<file path="config.mk">
export PLATFORM = sky130hd
export DESIGN_NAME = concat_pack_stream
export DESIGN_NICKNAME = d
export VERILOG_FILES = /design/src/rtl/concat_pack_stream.sv
export SDC_FILE = /design/constraint.sdc
export NUM_CORES = 1
export LEC_CHECK = 0
export CAP_MARGIN = 20
export CORE_MARGIN = 5
export CORE_UTILIZATION = 30
export DETAILED_ROUTE_END_ITERATION = 8
export HOLD_SLACK_MARGIN = 0.12
export MAX_ROUTING_LAYER = met4
export PLACE_DENSITY = 0.55
export SLEW_MARGIN = 20
export SYNTH_ARGS = -nofsm -noshare
export SYNTH_HDL_FRONTEND = slang
export SYNTH_SLANG_ARGS = --single-unit
</file>
<file path="constraint.sdc">
create_clock -name clk -period 1.88 [get_ports clk]
set_input_delay 0.564 -clock clk [delete_from_list [all_inputs] [get_ports clk]]
set_output_delay 0.564 -clock clk [all_outputs]
set_load 0.005 [all_outputs]
</file>
<file path="src/rtl/concat_pack_stream.sv">
// rtl/concat_pack_stream.sv - narrow-to-wide stream packer with early flush and single-word bypass
// First accepted word lands in the most significant lane; one output holding stage.
module concat_pack_stream #(
   parameter  int IN_W  = 8,
   parameter  int BEATS = 2,
   localparam int OUT_W = IN_W * BEATS,
   localparam int CNT_W = $clog2(BEATS + 1)
) (
   input  logic             clk,
   input  logic             rst_n,
   input  logic             in_valid,
   output logic             in_ready,
   input  logic [IN_W-1:0]  in_data,
   input  logic             in_last,
   input  logic             in_bypass,
   output logic             out_valid,
   input  logic             out_ready,
   output logic [OUT_W-1:0] out_data,
   output logic [CNT_W-1:0] out_count,
   output logic             out_bypass
);

   typedef enum logic {FILL, SEND} state_t;

   state_t           state_q, state_d;
   logic [CNT_W-1:0] cnt_q, cnt_d;
   logic [OUT_W-1:0] acc_q, acc_d;
   logic             out_valid_q, out_valid_d;
   logic [OUT_W-1:0] out_data_q, out_data_d;
   logic [CNT_W-1:0] out_count_q, out_count_d;
   logic             out_bypass_q, out_bypass_d;
   logic [OUT_W-1:0] lane_word;

   // A bypass word must not be merged into a partial word, so it stalls until the partial drains.
   assign in_ready = (state_q == FILL) && !(in_bypass && (cnt_q != '0));

   always_comb begin
      lane_word    = OUT_W'(in_data) << (IN_W * (BEATS - 1 - int'(cnt_q)));
      state_d      = state_q;
      cnt_d        = cnt_q;
      acc_d        = acc_q;
      out_valid_d  = out_valid_q;
      out_data_d   = out_data_q;
      out_count_d  = out_count_q;
      out_bypass_d = out_bypass_q;
      case (state_q)
         FILL: begin
            if (in_valid && in_bypass) begin
               if (cnt_q == '0) begin
                  out_data_d   = OUT_W'(in_data);
                  out_count_d  = CNT_W'(1);
                  out_bypass_d = 1'b1;
               end else begin
                  out_data_d   = acc_q;
                  out_count_d  = cnt_q;
                  out_bypass_d = 1'b0;
                  acc_d        = '0;
                  cnt_d        = '0;
               end
               out_valid_d = 1'b1;
               state_d     = SEND;
            end else if (in_valid) begin
               if ((cnt_q == CNT_W'(BEATS - 1)) || in_last) begin
                  out_data_d   = acc_q | lane_word;
                  out_count_d  = cnt_q + 1'b1;
                  out_bypass_d = 1'b0;
                  out_valid_d  = 1'b1;
                  acc_d        = '0;
                  cnt_d        = '0;
                  state_d      = SEND;
               end else begin
                  acc_d = acc_q | lane_word;
                  cnt_d = cnt_q + 1'b1;
               end
            end
         end
         SEND: begin
            if (out_ready) begin
               out_valid_d = 1'b0;
               state_d     = FILL;
            end
         end
         default: begin
            state_d     = FILL;
            out_valid_d = 1'b0;
         end
      endcase
   end

   always_ff @(posedge clk or negedge rst_n) begin
      if (!rst_n) begin
         state_q      <= FILL;
         cnt_q        <= '0;
         acc_q        <= '0;
         out_valid_q  <= 1'b0;
         out_data_q   <= '0;
         out_count_q  <= '0;
         out_bypass_q <= 1'b0;
      end else begin
         state_q      <= state_d;
         cnt_q        <= cnt_d;
         acc_q        <= acc_d;
         out_valid_q  <= out_valid_d;
         out_data_q   <= out_data_d;
         out_count_q  <= out_count_d;
         out_bypass_q <= out_bypass_d;
      end
   end

   assign out_valid  = out_valid_q;
   assign out_data   = out_data_q;
   assign out_count  = out_count_q;
   assign out_bypass = out_bypass_q;

endmodule

</file>
==> impl_metrics.ini <==
[power_and_ir_drop]
power_density_nw_per_um2 = 1440
finalPower_mw = 3.69
leakagePower_nw = 1.09
vdd_drop_max_mv = 0.728

[worst_setup_path]
worstSetupStartpointType = input port
required_ns = 1.32
crit_fanout = 2
cp-endpoint = in_ready
rrSetupSlack_ns = 0.12
path_cells = clkdlybuf4s50_1 -> a21oi_1 -> buf_2
endpoint_kind = output pin
reg2reg_to = out_data[7]
timing.rr.start = cnt_q[0]
cp.arrival_ns = 1.25
crit_type = input port to output pin
cp_slowest_cell = clkdlybuf4s50_1
rr_worst_depth = 6
startpoint = in_bypass
slowest_delay_ns = 0.42

[placed_design]
globalplace.congestion = 0.740
placed_cells = 299
port_buffers = 34
dp_hpwl_um = 3580

[clock_tree]
htreeDepth = 2
cts_sinks = 39
insertion_delay_ns = 0.29
cts_tree = yes
cts-buffers-inserted = 5
clockRootBuffer = clkbuf_8
path_clk_slew_ns = 0.08
post-cts-setup-buffer-count = 0
ctsLongestPathBuffers = 2

[yosys]
synth_top_family_by_area = compound AO/OA/AOI/OAI gates
muxShareOfSynthArea_pct = 5.91
synth_top_flop_cell = dfrtp_1
ys_warn_count = 0
synth_edf_count = 0
avgSynthCellArea_um2 = 10.8
ys_seq_area_share_pct = 51.8
synthAdderAreaFrac_pct = 1.99
synth.distinct_cells = 28
synthCells = 175
ys_ff_latch = 39
ys_async_sr_fraction_pct = 100
synth_compound_area_share_pct = 23.6
synthesis.nets = 192
synth_xor_area_share_pct = 0
syn-cell-area_um2 = 1880
synth-simple-area-share_pct = 12.7

[detailed_routing]
drt-pass1-iter-count = 4
vias_per_cell = 5.12
vias = 1573
wl_per_cell_um = 16.2
wl_um = 4990
ant_nets = 0
drc = 0
drt_iter0_markers = 73

[finish]
final_cells = 307
syn_to_final_growth_pct = 35.8
final_layout_size_suffix_gt1_share_pct = 22.4
nets = 248
fill_cells = 610
insertedDiodeCount = 0

[grt]
grt_pass1_wl_um = 8400
grt_usage_pct = 14.1
overflow = 0
antenna_found_initial = 0
grt_max_degree = 40
grt_pass1_vias = 1667

[sta]
worstMarginPinSlew_ns = 0.541
skew_ns = 0.00416
rsz0062_at_grt = no
fmax_ghz = 0.552
slew_viol_final = 0
tns_ns = 0
finalHoldViolCount = 0
setup-violations-final = 0
holdWs_ns = 0.325
fin_crit_ns = 1.81
layout_worst_path_cycle_share_pct = 96.4
slew_headroom_pct = 63.8

[worst_hold_path]
holdCritPathClass = input port to async pin

[floorplan]
dieArea_um2 = 7970
top_level_ports = 35
start_util_pct = 31.3
rows = 28
core_um2 = 6030
die_w_um = 89.3
dieHeight_um = 89.3

[flow_run]
drv_cap = 0

[outcome]
status = complete, no violations
==> cell families after synthesis <==
family,Yosys count
buf+inv,14
fa+ha+maj,3
simple gates,44
flops,39
mux,10
compound gates,65
==> synth_stat cells (2+ instances only) <==
library cell / count / area share [%]
nand2_1: 16 / 3.2
a21oi_1: 18 / 4.8
o2bb2ai_1: 17 / 7.9
inv_1: 4 / 0.80
clkbuf_1: 3 / 0.60
o21ai_1: 2 / 0.53
and2_1: 2 / 0.66
mux2_2: 9 / 5.4
a31oi_1: 9 / 3.0
nor3_1: 2 / 0.53
buf_6: 2 / 1.2
nand3_1: 2 / 0.53
buf_2: 5 / 1.3
a41oi_1: 8 / 3.7
ha_1: 3 / 2.0
and3b_1: 8 / 3.7
dfrtp_1: 39 / 52
o21ai_0: 8 / 2.1
nor2_1: 9 / 1.8
==> where the power goes <==
part | total, mW | switching (mW) | internal (mW)
clock network | 0.562 | 0.303 | 0.258
logic | 1.77 | 0.782 | 0.987
registers | 1.36 | 0.186 | 1.17
==> routing by layer <==
layer | share of wire [%] | track usage, % | vias to the layer above
met4 | 0.86 | 3.11 | 0
li1 | - | - | 765
met2 | 47 | 21.4 | 25
met3 | 2.5 | 2.86 | 5
met1 | 50 | 19.6 | 778
met5 | 0 | - | -
==> how the worst min path moves through the flow <==
stage          startpoint           end  slack [ns]  cells after the start
6_report            rst_n  out_data[11]        0.33                      2
5_1_grt             rst_n  out_data[11]        0.36                      2
4_1_cts             rst_n  out_data[11]        0.33                      2
3_5_place_dp    out_valid     out_valid        0.46                      2
3_3_place_gp    out_valid     out_valid        0.46                      2
2_1_floorplan       rst_n      acc_q[0]        0.27                      0
==> cells in the final DEF, fill, tap and decap left out <==
master and count:
a211oi_1 1, a21oi_1 18, a31oi_1 9, a32o_1 1, a41oi_1 8, and2_1 2
and3b_1 8, buf_12 2, buf_2 2, buf_4 23, clkbuf_8 5, clkdlybuf4s50_1 32
clkinv_2 1, clkinvlp_4 2, dfrtp_1 39, ha_1 2, ha_2 1, inv_1 2
inv_2 2, mux2_2 9, mux2i_1 1, nand2_1 16, nand2b_4 1, nand3_1 2
nor2_1 9, nor2_2 1, nor2b_1 1, nor3_1 2, o21ai_0 8, o21ai_1 2
o2bb2ai_1 17, o31ai_2 1, or3_4 1, or4_4 1
==> flip-flops by register name, indices dropped and copies added (netlist names) <==
signal	count
cnt_q	2
out_count	2
acc_q	16
out_valid	1
out_bypass	1
state_q	1
out_data	16
==> layout make-up <==
cell class | instances | area (um2) | share of cell area, %
Clock buffer | 5 | 68.8 | 2.69
Timing Repair Buffer | 59 | 543 | 21.2
Tap cell | 75 | 93.8 | 3.67
Clock inverter | 3 | 20.0 | 0.782
Inverter | 4 | 15.0 | 0.587
Sequential cell | 39 | 976 | 38.1
Multi-Input combinational cell | 122 | 842 | 32.9
==> worst max-delay path, delay by kind of cell <==
family / cells / cell delay, ns
buf+inv: 2 / 0.54
compound gates: 1 / 0.14
==> timing repair <==
item	4_1_cts	5_1_grt
endpoints found under the setup margin	1	5
pin swaps	1	0
gates resized for setup	7	1
endpoints found under the hold margin	0	0
hold buffers	0	0
==> through the flow <==
step	instance area (um2)	util [%]	setup slack (ns)
floorplan	1890	-	0.0392
global placement	2470	40.9	-0.302
detailed placement	2470	40.9	-0.319
CTS	2550	42.4	0.0442
global route	2560	42.5	0.0199
finish	2560	42.5	0.0676
No activity file was read; power rests on OpenSTA's default activity.
